File: config.mk
export PLATFORM = sky130hd
export DESIGN_NAME = ahblite_lvds_bridge_mc
export DESIGN_NICKNAME = d
export VERILOG_FILES = /design/src/rtl/ahblite_lvds_bridge_mc.sv
export SDC_FILE = /design/constraint.sdc
export NUM_CORES = 1
export LEC_CHECK = 0
export CELL_PAD_IN_SITES_DETAIL_PLACEMENT = 0
export CELL_PAD_IN_SITES_GLOBAL_PLACEMENT = 1
export CORE_ASPECT_RATIO = 1.1
export CORE_MARGIN = 5
export CORE_UTILIZATION = 22
export CTS_CLUSTER_SIZE = 24
export DETAILED_ROUTE_END_ITERATION = 12
export PLACE_DENSITY = 0.94
export SYNTH_ARGS = -nofsm -noshare
export SYNTH_HDL_FRONTEND = slang
export SYNTH_SLANG_ARGS = --single-unit
export TNS_END_PERCENT = 10
File: constraint.sdc
create_clock -name HCLK -period 2 [get_ports HCLK]
set_input_delay 0.2 -clock HCLK [delete_from_list [all_inputs] [get_ports HCLK]]
set_output_delay 0.2 -clock HCLK [all_outputs]
set_load 0.005 [all_outputs]
File: src/rtl/ahblite_lvds_bridge_mc.sv
// AHB-Lite slave bridging CPU accesses to NUM_EU LVDS receive channels.
// Register block: packed RX state words, a write-1-to-pulse clear register
// and a read-only INFO word. Buffer window: one read-only window per channel,
// served with a configurable read latency. Illegal accesses get a two-cycle
// ERROR response. NUM_EU is expected to stay within 1..8 and RD_WAIT within 0..3.
module ahblite_lvds_bridge_mc #(
    parameter int          NUM_EU     = 4,
    parameter int          BUF_ADDR_W = 9,
    parameter logic [31:0] BASE_ADDR  = 32'h4000_0000,
    parameter logic [31:0] BUF_BASE   = 32'h4001_0000,
    parameter int          RD_WAIT    = 1
) (
    input  logic                    HCLK,
    input  logic                    HRESET,
    input  logic                    HSEL,
    input  logic                    HREADY,
    input  logic [31:0]             HADDR,
    input  logic [1:0]              HTRANS,
    input  logic                    HWRITE,
    input  logic [2:0]              HSIZE,
    input  logic [31:0]             HWDATA,
    output logic [31:0]             HRDATA,
    output logic                    HREADYOUT,
    output logic                    HRESP,
    output logic [BUF_ADDR_W-1:0]   EU_BUF_ADDR,
    input  logic [32*NUM_EU-1:0]    EU_BUF_DATA,
    input  logic [8*NUM_EU-1:0]     EU_STATE,
    output logic [NUM_EU-1:0]       EU_SEL,
    output logic [NUM_EU-1:0]       RX_STATE_CLEAR
);

    typedef enum logic [2:0] {
        S_IDLE   = 3'd0,
        S_RD_REG = 3'd1,
        S_RD_BUF = 3'd2,
        S_RD_OUT = 3'd3,
        S_WR     = 3'd4,
        S_ERR1   = 3'd5,
        S_ERR2   = 3'd6
    } state_t;

    // Register offsets (HADDR[3:2])
    localparam logic [1:0] REG_STATUS0 = 2'd0;
    localparam logic [1:0] REG_STATUS1 = 2'd1;
    localparam logic [1:0] REG_CLEAR   = 2'd2;
    localparam logic [1:0] REG_INFO    = 2'd3;

    state_t                 state_q, state_d;
    logic [31:0]            hrdata_q, hrdata_d;
    logic [BUF_ADDR_W-1:0]  buf_addr_q, buf_addr_d;
    logic [NUM_EU-1:0]      sel_q, sel_d;
    logic [NUM_EU-1:0]      clear_q, clear_d;
    logic [1:0]             wait_q, wait_d;
    logic [1:0]             reg_sel_q, reg_sel_d;
    logic [2:0]             chan_q, chan_d;

    // Channel data padded out to eight slots so absent channels read as zero
    // and a 3-bit channel index always lands inside the array.
    logic [7:0]             st_arr  [8];
    logic [31:0]            buf_arr [8];

    generate
        for (genvar gi = 0; gi < 8; gi++) begin : g_ch
            if (gi < NUM_EU) begin : g_on
                assign st_arr[gi]  = EU_STATE[8*gi +: 8];
                assign buf_arr[gi] = EU_BUF_DATA[32*gi +: 32];
            end else begin : g_off
                assign st_arr[gi]  = 8'h00;
                assign buf_arr[gi] = 32'h0;
            end
        end
    endgenerate

    // Address-phase decode
    logic        accept;
    logic        size_ok;
    logic        reg_hit;
    logic        buf_hit;
    logic [31:0] buf_off;
    logic [31:0] buf_chan_w;
    logic [31:0] reg_word;

    assign accept     = HSEL & HREADY & HTRANS[1] &
                        ((state_q == S_IDLE) | (state_q == S_WR) | (state_q == S_RD_OUT));
    assign size_ok    = (HSIZE == 3'b010);
    assign reg_hit    = (HADDR[31:4] == BASE_ADDR[31:4]);
    assign buf_off    = HADDR - BUF_BASE;
    assign buf_chan_w = buf_off >> (BUF_ADDR_W + 2);
    assign buf_hit    = (HADDR >= BUF_BASE) && (buf_chan_w < 32'(NUM_EU));

    // Select the register word latched during the RD_REG cycle
    always_comb begin
        reg_word = 32'h0;
        case (reg_sel_q)
            REG_STATUS0: reg_word = {st_arr[0], st_arr[1], st_arr[2], st_arr[3]};
            REG_STATUS1: reg_word = {st_arr[4], st_arr[5], st_arr[6], st_arr[7]};
            REG_INFO:    reg_word = {16'h0, 8'(BUF_ADDR_W), 8'(NUM_EU)};
            default:     reg_word = 32'h0;
        endcase
    end

    // Next-state and datapath: transfer acceptance, wait-state counting, capture
    always_comb begin
        state_d    = state_q;
        hrdata_d   = hrdata_q;
        buf_addr_d = buf_addr_q;
        sel_d      = sel_q;
        clear_d    = '0;
        wait_d     = wait_q;
        reg_sel_d  = reg_sel_q;
        chan_d     = chan_q;

        case (state_q)
            S_RD_REG: begin
                hrdata_d = reg_word;
                state_d  = S_RD_OUT;
            end
            S_RD_BUF: begin
                if (wait_q == 2'(RD_WAIT)) begin
                    hrdata_d = buf_arr[chan_q];
                    state_d  = S_RD_OUT;
                end else begin
                    wait_d = wait_q + 2'd1;
                end
            end
            S_ERR1: state_d = S_ERR2;
            S_ERR2: state_d = S_IDLE;
            default: begin
                // IDLE, WR and RD_OUT all finish their data phase this cycle
                // and may overlap the next address phase.
                if (state_q == S_WR) begin
                    clear_d = HWDATA[NUM_EU-1:0];
                end
                if (state_q == S_RD_OUT) begin
                    sel_d = '0;
                end
                state_d = S_IDLE;
                if (accept) begin
                    if (!size_ok) begin
                        state_d = S_ERR1;
                    end else if (reg_hit) begin
                        if (HWRITE) begin
                            state_d = (HADDR[3:2] == REG_CLEAR) ? S_WR : S_ERR1;
                        end else if (HADDR[3:2] == REG_CLEAR) begin
                            state_d = S_ERR1;
                        end else begin
                            state_d   = S_RD_REG;
                            reg_sel_d = HADDR[3:2];
                        end
                    end else if (buf_hit && !HWRITE) begin
                        state_d    = S_RD_BUF;
                        wait_d     = 2'd0;
                        chan_d     = buf_chan_w[2:0];
                        buf_addr_d = HADDR[BUF_ADDR_W+1:2];
                        sel_d      = NUM_EU'(1) << buf_chan_w[2:0];
                    end else begin
                        state_d = S_ERR1;
                    end
                end
            end
        endcase
    end

    // State and output registers with synchronous reset
    always_ff @(posedge HCLK) begin
        if (HRESET) begin
            state_q    <= S_IDLE;
            hrdata_q   <= 32'h0;
            buf_addr_q <= '0;
            sel_q      <= '0;
            clear_q    <= '0;
            wait_q     <= 2'd0;
            reg_sel_q  <= 2'd0;
            chan_q     <= 3'd0;
        end else begin
            state_q    <= state_d;
            hrdata_q   <= hrdata_d;
            buf_addr_q <= buf_addr_d;
            sel_q      <= sel_d;
            clear_q    <= clear_d;
            wait_q     <= wait_d;
            reg_sel_q  <= reg_sel_d;
            chan_q     <= chan_d;
        end
    end

    assign HRDATA         = hrdata_q;
    assign HREADYOUT      = !((state_q == S_RD_REG) || (state_q == S_RD_BUF) || (state_q == S_ERR1));
    assign HRESP          = (state_q == S_ERR1) || (state_q == S_ERR2);
    assign EU_BUF_ADDR    = buf_addr_q;
    assign EU_SEL         = sel_q;
    assign RX_STATE_CLEAR = clear_q;

    // HTRANS[0] (SEQ vs NONSEQ) and clear bits above NUM_EU carry no meaning here
    logic unused_bits;
    assign unused_bits = ^{HTRANS[0], HWDATA[31:NUM_EU]};

endmodule

==> impl_metrics.toml <==
[run]
max-cap-violations = 0

[placed_design]
placed_cells = 786
dpl.hpwl_um = 11900
io_buffers = 253
gp_congestion = 0.908

[logic_synthesis]
synth-seq-cells = 59
yosys_warnings = 0
synth_top_area_share_pct = 35.5
synth_area_leaders = "dfxtp_1, mux4_2, a211oi_1"
synth_top_flop_cell = "dfxtp_1"
synthesis.area_sq_um = 3320
syn_inst = 345
syn_avg_cell_area_sq_um = 9.64
synth_top_cell_by_area = "dfxtp_1"
syn-num-nets = 582
ys_top_cells_by_count = "dfxtp_1, nor2_1, a211oi_1"
synthArstFlopShare_pct = 0
ys_types = 33
synth.most_common_cell = "dfxtp_1"
synth-edff-count = 0
synth-seq-area-share_pct = 35.5

[detailed_routing]
drcViolationCount = 0
viasPerCell = 4.79
dr.pass1.iters = 6
wl_per_cell_um = 18.5
wirelength_um = 14800
vias = 3840
postRouteAntennaNets = 0
drtIter0Drc = 154

[timing]
finalSetupViolations = 0
fin_crit_sh_pct = 95.7
grt_setup_unrepaired = "true"
min_period_ns = 1.91
final-hold-violation-count = 0
fmax_mhz = 523
slew_viol_final = 0
tightest_slew_ns = 0.612
fin_skew_ns = 0.00427
slew_headroom_pct = 59.0

[grt]
grt_max_degree = 65
grt_util_all_layers_pct = 16.6
grt_pass1_wl_um = 22800
grt_antenna_before_repair = 1
grt_pass1_vias = 4179
grt-ovfl-total = 0

[clock_network]
cts_resized = 5
clock_latency_ns = 0.33
clockBufferDepth = 2
numCtsBuffers = 9
cts_hold_buf = 0
cts_tree = "built"
clk_pin_slew_ns = 0.05
cts_root_buf = "clkbuf_16"
cts_max_level = 3
post-cts-setup-buffers = 0
clock_sink_count = 59

[critical_path]
path_cells = "nand2b_1, nor2_1, buf_4, nor2_1, clkdlybuf4s50_1"
r2r-start = "reg_sel_q[0]"
rrSetupSlack_ns = 0.14
worstSetupPathType = "reg2out"
reg2regPathDepth = 6
critPathMaxStageDelay_ns = 0.54
critPathRequiredTime_ns = 1.80
worstSetupStartpointType = "register"
worst_ep_arrival_time_ns = 1.71
crit_path_end_kind = "primary output"
worstReg2RegEnd = "HRDATA[29]"
cp_max_fo = 7
crit_path_frequent_cell = "nor2_1"
slowest_stage = "clkdlybuf4s50_1"

[finish]
finalNetCount = 838
utilization_pct = 43.8
instances_no_fill = 801
nFillCells = 1438
multiInputGateArea_sq_um = 2000
register_area_sq_um = 1190
drive_gt1_share_pct = 13.1
syn2layout_area_growth_pct = 96.6
antenna_cells = 0

[floorplanning]
dieHeight_um = 139
start_util_pct = 22.3
die_area_sq_um = 17700
rows = 47
io_pins = 285
die_w_um = 127
core_area_sq_um = 14900

[hold_path]
hold_class = "in2reg"
worstHoldStart = "HRESET"
hold_path_end = "HRDATA[22]"
hold_depth = 2

[run_status]
status = "finished, final reports clean"

[power]
power.density_nw_per_um2 = 683
p_leak_nw = 2.23
ir_drop_mv = 0.326
==> layout by cell type (no fill, tap or decap), types with 9 or more instances in the layout <==
cell             count
nor2_1              41
buf_4               16
dfxtp_1             55
clkdlybuf4s50_1    251
clkbuf_16            9
a211oi_1            34
a21oi_1             27
a22oi_1             30
nand3_1             12
nand2_1             27
mux4_2              32
==> per-layer routing <==
metal  routed length [um]  global-route usage [%]  vias to the layer above
li1                     -                       -                     1838
met5                   13                       0                        -
met2                 7410                    29.0                      188
met4                  339                    5.82                        2
met1                 5710                    18.7                     1789
met3                 1320                    5.43                       23
==> through the flow <==
step                setup slack, ns  hold WS, ns  setup TNS (ns)  cell area [sq um]  total power [mW]
floorplan                     0.305        0.322               0               3320              1.96
global route                -0.0421        0.428          -0.141               6540              4.73
global placement            -0.0501        0.438          -0.199               6210              2.82
finish                       0.0866        0.430               0               6540              4.46
detailed placement          -0.0810        0.453          -0.672               6210              2.86
CTS                         0.00114        0.416               0               6530              4.54
==> flip-flops by register name, indices dropped and copies added, names as in the netlist <==
| name | flops |
|---|---|
| EU_SEL | 4 |
| HRDATA | 32 |
| reg_sel_q | 2 |
| wait_q | 2 |
| chan_q | 3 |
| RX_STATE_CLEAR | 4 |
| EU_BUF_ADDR | 9 |
| state_q | 3 |
==> kinds of logic after synthesis <==
kind of cell | after synthesis | synth area share (%)
simple gates | 121 | 17.5
buf+inv | 35 | 4.89
compound gates | 95 | 19.3
fa+ha+maj | 3 | 1.13
mux | 32 | 21.7
flops | 59 | 35.5
==> cell type report <==
class	instances	share of cell area (%)
flip-flops and latches	59	18.2
repair buffers	275	42.4
inverters	5	0.287
clock inverters	2	0.919
clock buffers	13	3.83
multi-input cells	251	30.6
well taps	196	3.75
==> worst max-delay path by stage <==
stage | start | endpoint | slack, ns | cells past startpoint
2_1_floorplan | state_q[0] | chan_q[1] | 0.30 | 8
3_3_place_gp | HADDR[22] | EU_SEL[2] | -0.05 | 8
3_5_place_dp | HADDR[22] | EU_SEL[2] | -0.08 | 8
4_1_cts | state_q[0] | HRESP | 0.001 | 5
5_1_grt | reg_sel_q[0] | HRDATA[29] | -0.04 | 6
6_report | state_q[1] | HREADYOUT | 0.09 | 5
==> worst max-delay path: cells and delay by family, from the launching register on <==
family	cells	cell delay (ns)
buffers and inverters	2	0.69
DFF	1	0.36
and+or+nand+nor	3	0.33
==> power breakdown <==
group / leakage (nW) / total (mW) / switching [mW] / internal [mW]
clock: 0.150 / 1.63 / 0.511 / 1.12
sequential: 0.482 / 1.42 / 0.0900 / 1.33
combinational: 1.60 / 1.42 / 0.552 / 0.867
Power figures use the tool's default switching activity.
